<file path="config.mk">
export PLATFORM = sky130hd
export DESIGN_NAME = irq_priority_controller
export DESIGN_NICKNAME = d
export VERILOG_FILES = /design/src/rtl/irq_priority_controller.sv
export SDC_FILE = /design/constraint.sdc
export NUM_CORES = 1
export LEC_CHECK = 0
export BUFFER_PORTS_ARGS = -buffer_cell sky130_fd_sc_hd__clkbuf_2
export CAP_MARGIN = 20
export CORE_ASPECT_RATIO = 1.75
export CORE_MARGIN = 2
export CORE_UTILIZATION = 41
export DETAILED_ROUTE_END_ITERATION = 7
export PLACE_DENSITY = 0.8
export SLEW_MARGIN = 10
export SYNTH_ARGS = -nofsm -noshare
export SYNTH_HDL_FRONTEND = slang
export SYNTH_SLANG_ARGS = --single-unit
</file>
<file path="constraint.sdc">
create_clock -name clk_i -period 1.2 [get_ports clk_i]
set_input_delay 0.24 -clock clk_i [delete_from_list [all_inputs] [get_ports clk_i]]
set_output_delay 0.24 -clock clk_i [all_outputs]
set_load 0.02 [all_outputs]
</file>
<file path="src/rtl/irq_priority_controller.sv">
// Interrupt priority controller: arbitrates masked level requests, holds one
// service at a time until the core signals mret completion, then acknowledges
// the served source with a one-cycle one-hot pulse.
// Optional macro IRQ_ROUND_ROBIN_EN selects round-robin arbitration; without it
// the lowest eligible index always wins.
module irq_priority_controller #(
  parameter int unsigned N_SRC      = 16,
  parameter logic [31:0] CAUSE_BASE = 32'h8000_0010
) (
  input  logic             clk_i,
  input  logic             rst_ni,
  input  logic [N_SRC-1:0] irq_req_i,
  input  logic [N_SRC-1:0] irq_mask_i,
  input  logic             irq_ret_i,
  output logic             irq_o,
  output logic [31:0]      irq_cause_o,
  output logic [N_SRC-1:0] irq_ret_o
);

  localparam int unsigned IW = (N_SRC > 1) ? $clog2(N_SRC) : 1;

  typedef enum logic {
    IDLE = 1'b0,
    BUSY = 1'b1
  } state_e;

  state_e            state_q, state_d;
  logic [IW-1:0]     id_q, id_d;
  logic              irq_q, irq_d;
  logic [31:0]       cause_q, cause_d;
  logic [N_SRC-1:0]  ret_q, ret_d;
  logic [N_SRC-1:0]  elig;
  logic [IW-1:0]     win_id;
  logic              win_vld;

`ifdef IRQ_ROUND_ROBIN_EN
  logic [IW-1:0]     ptr_q, ptr_d;
  int unsigned       idx;

  // Round-robin winner: first eligible index at or above ptr_q, wrapping to 0
  always_comb begin
    elig    = irq_req_i & irq_mask_i;
    win_id  = '0;
    win_vld = 1'b0;
    idx     = 0;
    for (int unsigned k = 0; k < N_SRC; k++) begin
      idx = 32'(ptr_q) + k;
      if (idx >= N_SRC) idx = idx - N_SRC;
      if (!win_vld && elig[IW'(idx)]) begin
        win_vld = 1'b1;
        win_id  = IW'(idx);
      end
    end
  end
`else
  // Fixed-priority winner: lowest eligible index
  always_comb begin
    elig    = irq_req_i & irq_mask_i;
    win_id  = '0;
    win_vld = |elig;
    for (int i = int'(N_SRC) - 1; i >= 0; i--) begin
      if (elig[IW'(i)]) win_id = IW'(i);
    end
  end
`endif

  // Next-state and registered-output logic
  always_comb begin
    state_d = state_q;
    id_d    = id_q;
    ret_d   = '0;
`ifdef IRQ_ROUND_ROBIN_EN
    ptr_d   = ptr_q;
`endif
    unique case (state_q)
      IDLE: begin
        if (win_vld) begin
          state_d = BUSY;
          id_d    = win_id;
        end
      end
      BUSY: begin
        // Service is held on the latched id regardless of request/mask changes
        if (irq_ret_i) begin
          state_d   = IDLE;
          ret_d[id_q] = 1'b1;
`ifdef IRQ_ROUND_ROBIN_EN
          ptr_d   = (id_q == IW'(N_SRC - 1)) ? '0 : id_q + IW'(1);
`endif
        end
      end
      default: state_d = IDLE;
    endcase
    irq_d   = (state_d == BUSY);
    cause_d = irq_d ? (CAUSE_BASE + 32'(id_d)) : 32'h0;
  end

  // State and output registers, cleared asynchronously
  always_ff @(posedge clk_i or negedge rst_ni) begin
    if (!rst_ni) begin
      state_q <= IDLE;
      id_q    <= '0;
      irq_q   <= 1'b0;
      cause_q <= '0;
      ret_q   <= '0;
`ifdef IRQ_ROUND_ROBIN_EN
      ptr_q   <= '0;
`endif
    end else begin
      state_q <= state_d;
      id_q    <= id_d;
      irq_q   <= irq_d;
      cause_q <= cause_d;
      ret_q   <= ret_d;
`ifdef IRQ_ROUND_ROBIN_EN
      ptr_q   <= ptr_d;
`endif
    end
  end

  assign irq_o       = irq_q;
  assign irq_cause_o = cause_q;
  assign irq_ret_o   = ret_q;

endmodule

</file>
==> results.toml <==
[placement]
hpwl_mm = 1.990
port_buffers = 57
placed_cells = 208
gp_routability_congestion = 0.7737

[synthesis]
async_flop_share_pct = 100.0
synthTopCellsByArea = "dfrtp_1, buf_4, nand2_1"
ys.flop_type = "dfrtp_1"
yosysWarnings = 0
synth_area_mm2 = 0.001221
avgSynthCellArea_um2 = 10.09
netlist_instances = 121
ys_seq_area_share_pct = 51.23
synth.distinct_cells = 22
ys_seq_elements = 25
synth_edf_count = 0
synthDominantCellAreaShare_pct = 51.23
synth_top_area_cell = "dfrtp_1"

[critical_path]
critical_path_class = "reg2out"
critPathRequiredTime_ns = 0.96
cp_max_fo = 5
start_kind = "flop"
worst_r2r_path_depth = 4
setup.worst_path.end_class = "primary output"
arrival_ns = 0.93

[routing]
vias = 980
ant_nets = 0
drcViolationCount = 0
wl_per_cell_um = 10.64
viasPerCell = 4.579
dr.pass1.iters = 4
wl_mm = 2.278
drtIter0Drc = 21

[sta]
setup_viol = 0
worst-slew-pin-transition_ns = 0.5621
rsz0062_at_grt = "no"
fmax_mhz = 855.1
fin_worst_skew_ns = 0.006284
slew_violations = 0
timing.final.crit_share_pct = 97.45
finalHoldViolCount = 0
slew_headroom_pct = 62.53
finalCriticalPeriod_ns = 1.169
whs_ns = 0.2091

[clock_tree]
cts_made_buffers = 3
h-tree-depth = 1
path_clk_slew_ns = 0.08
cts_tree = "yes"
clk_latency_ns = 0.26
cts_sinks = 25
ctsLongestPathBuffers = 2
clockRootBuffer = "clkbuf_8"

[global_route]
first_global_vias = 882
grt_usage_pct = 13.13
grt_pass1_wl_mm = 3.394
gr-total-overflow = 0
antenna_found_initial = 0
grt_max_degree = 26

[floorplan]
initial_core_util_pct = 42.18
io_pins = 84
die-width_um = 45.26
core.rowCount = 26
core_area_mm2 = 0.002895
dieArea_mm2 = 0.003448
chipHeight_um = 76.20

[power_and_ir_drop]
leakagePower_uw = 0.0008826
pwr_density_cell_mw_per_mm2 = 1186
worst_ir_drop_vdd_mv = 0.4791

[status]
outcome = "completed"

[worst_hold_path]
hold_path_class = "in2reg"
hold_path_depth = 2

[final_layout]
nFillCells = 276
syn_to_final_growth_pct = 26.54
drive_gt1_share_pct = 39.78
fin_cells = 214
antenna_cells = 0
layout.nets = 222

[job]
maxCapViolCount = 0
==> routing by layer <==
layer  part of all wire, %  routed length, um  vias up  global-route usage (%)
met2                    56               1274       76                   26.00
met3                   9.3                211        6                   1.896
met5                     0                  0        -                       0
met4                   2.9                 65        0                   7.059
li1                      -                  -      477                       -
met1                    32                726      421                   10.89
==> synthesized netlist by cell type, drive strengths merged, types with 2 or more instances <==
cell,count
nand2,16
mux2i,3
nand3,3
o211ai,2
nand4,3
o21ai,2
nor2,15
inv,4
clkbuf,2
dfrtp,25
a22oi,7
o31ai,2
buf,28
nor3,5
==> placed cells by master, fill, tap and decap left out <==
master / netlist / final
and2_1: 1 / 1
o21ai_0: 2 / 2
nand3_1: 3 / 3
nand4_1: 1 / 1
clkbuf_8: 0 / 3
nand4_2: 1 / 1
nor2b_1: 1 / 1
nand4_4: 1 / 1
clkinv_2: 0 / 1
buf_4: 28 / 8
dfrtp_1: 25 / 25
dlygate4sd3_1: 0 / 1
o211ai_1: 2 / 2
o31ai_4: 1 / 1
a32oi_1: 1 / 1
a22oi_2: 1 / 1
nor3_2: 0 / 1
buf_6: 0 / 1
nor2_1: 15 / 15
mux2i_1: 3 / 3
nand2_1: 16 / 16
clkbuf_2: 0 / 56
inv_1: 4 / 4
conb_1: 1 / 26
nor3_1: 5 / 4
a22oi_1: 6 / 6
o31ai_1: 1 / 1
==> stage by stage <==
step	power (uW)	cell area, um2	utilization (%)	setup slack [ns]	setup TNS [ns]
final	1832	1545	53.37	0.03056	0
after global routing	1921	1545	53.37	0.002930	0
after CTS	1838	1526	52.72	0.002171	0
after detailed placement	1373	1470	50.78	-0.2175	-1.239
after global placement	1363	1470	50.78	-0.1909	-1.131
after floorplan	1283	1315	-	0.01019	0
==> sequential cells by signal, indices dropped and copies added (netlist names) <==
| signal | count |
|---|---|
| irq_cause_o | 5 |
| irq_ret_o | 16 |
| id_q | 4 |
==> timing repair <==
item / 4_1_cts / 5_1_grt
gates resized for setup: 0 / 4
endpoints found under the setup margin: 0 / 6
endpoints found under the hold margin: 25 / 0
hold buffers: 1 / 0
setup buffers: 0 / 1
==> path summary, 6_finish.rpt <==
path | startpoint | to | slack (ns)
setup / recovery | irq_cause_o[4]$_DFF_PN0_ | irq_cause_o[31] | 0.03
hold / removal | irq_ret_i | irq_cause_o[3]$_DFF_PN0_ | 0.21
setup reg to reg | irq_cause_o[4]$_DFF_PN0_ | irq_ret_o[4]$_DFF_PN0_ | 0.12
hold reg to reg | id_q[2]$_DFF_PN0_ | irq_cause_o[2]$_DFF_PN0_ | 0.56
max in group asynchronous | rst_ni | irq_ret_o[5]$_DFF_PN0_ | 0.33
min in group asynchronous | rst_ni | irq_ret_o[3]$_DFF_PN0_ | 0.50
==> cell type report <==
class / count / area (um2) / area share, %
multi-input cells: 87 / 461.7 / 29.88
clock buffers: 3 / 41.29 / 2.672
flip-flops and latches: 25 / 625.6 / 40.49
well taps: 28 / 35.03 / 2.267
repair buffers: 66 / 361.6 / 23.40
inverters: 4 / 15.01 / 0.9717
clock inverters: 1 / 5.005 / 0.3239
==> power breakdown <==
group          internal [uW]  switching (uW)
Sequential               893            46.8
Clock                    231             235
Combinational            146             279
Total                   1270             561
==> kinds of logic after synthesis <==
group	count (synthesis)	share of synthesized area, %
buf+inv	34	19.06
mux	3	2.459
other cells	1	0.3071
compound gates	14	9.836
simple gates	44	17.11
flops	25	51.23
==> worst max-delay path, cell delays in order, from the launching register on <==
cell,delay [ns]
dfrtp_1,0.39
buf_6,0.13
buf_4,0.15
Note: power is estimated with default switching activity, not from simulation.
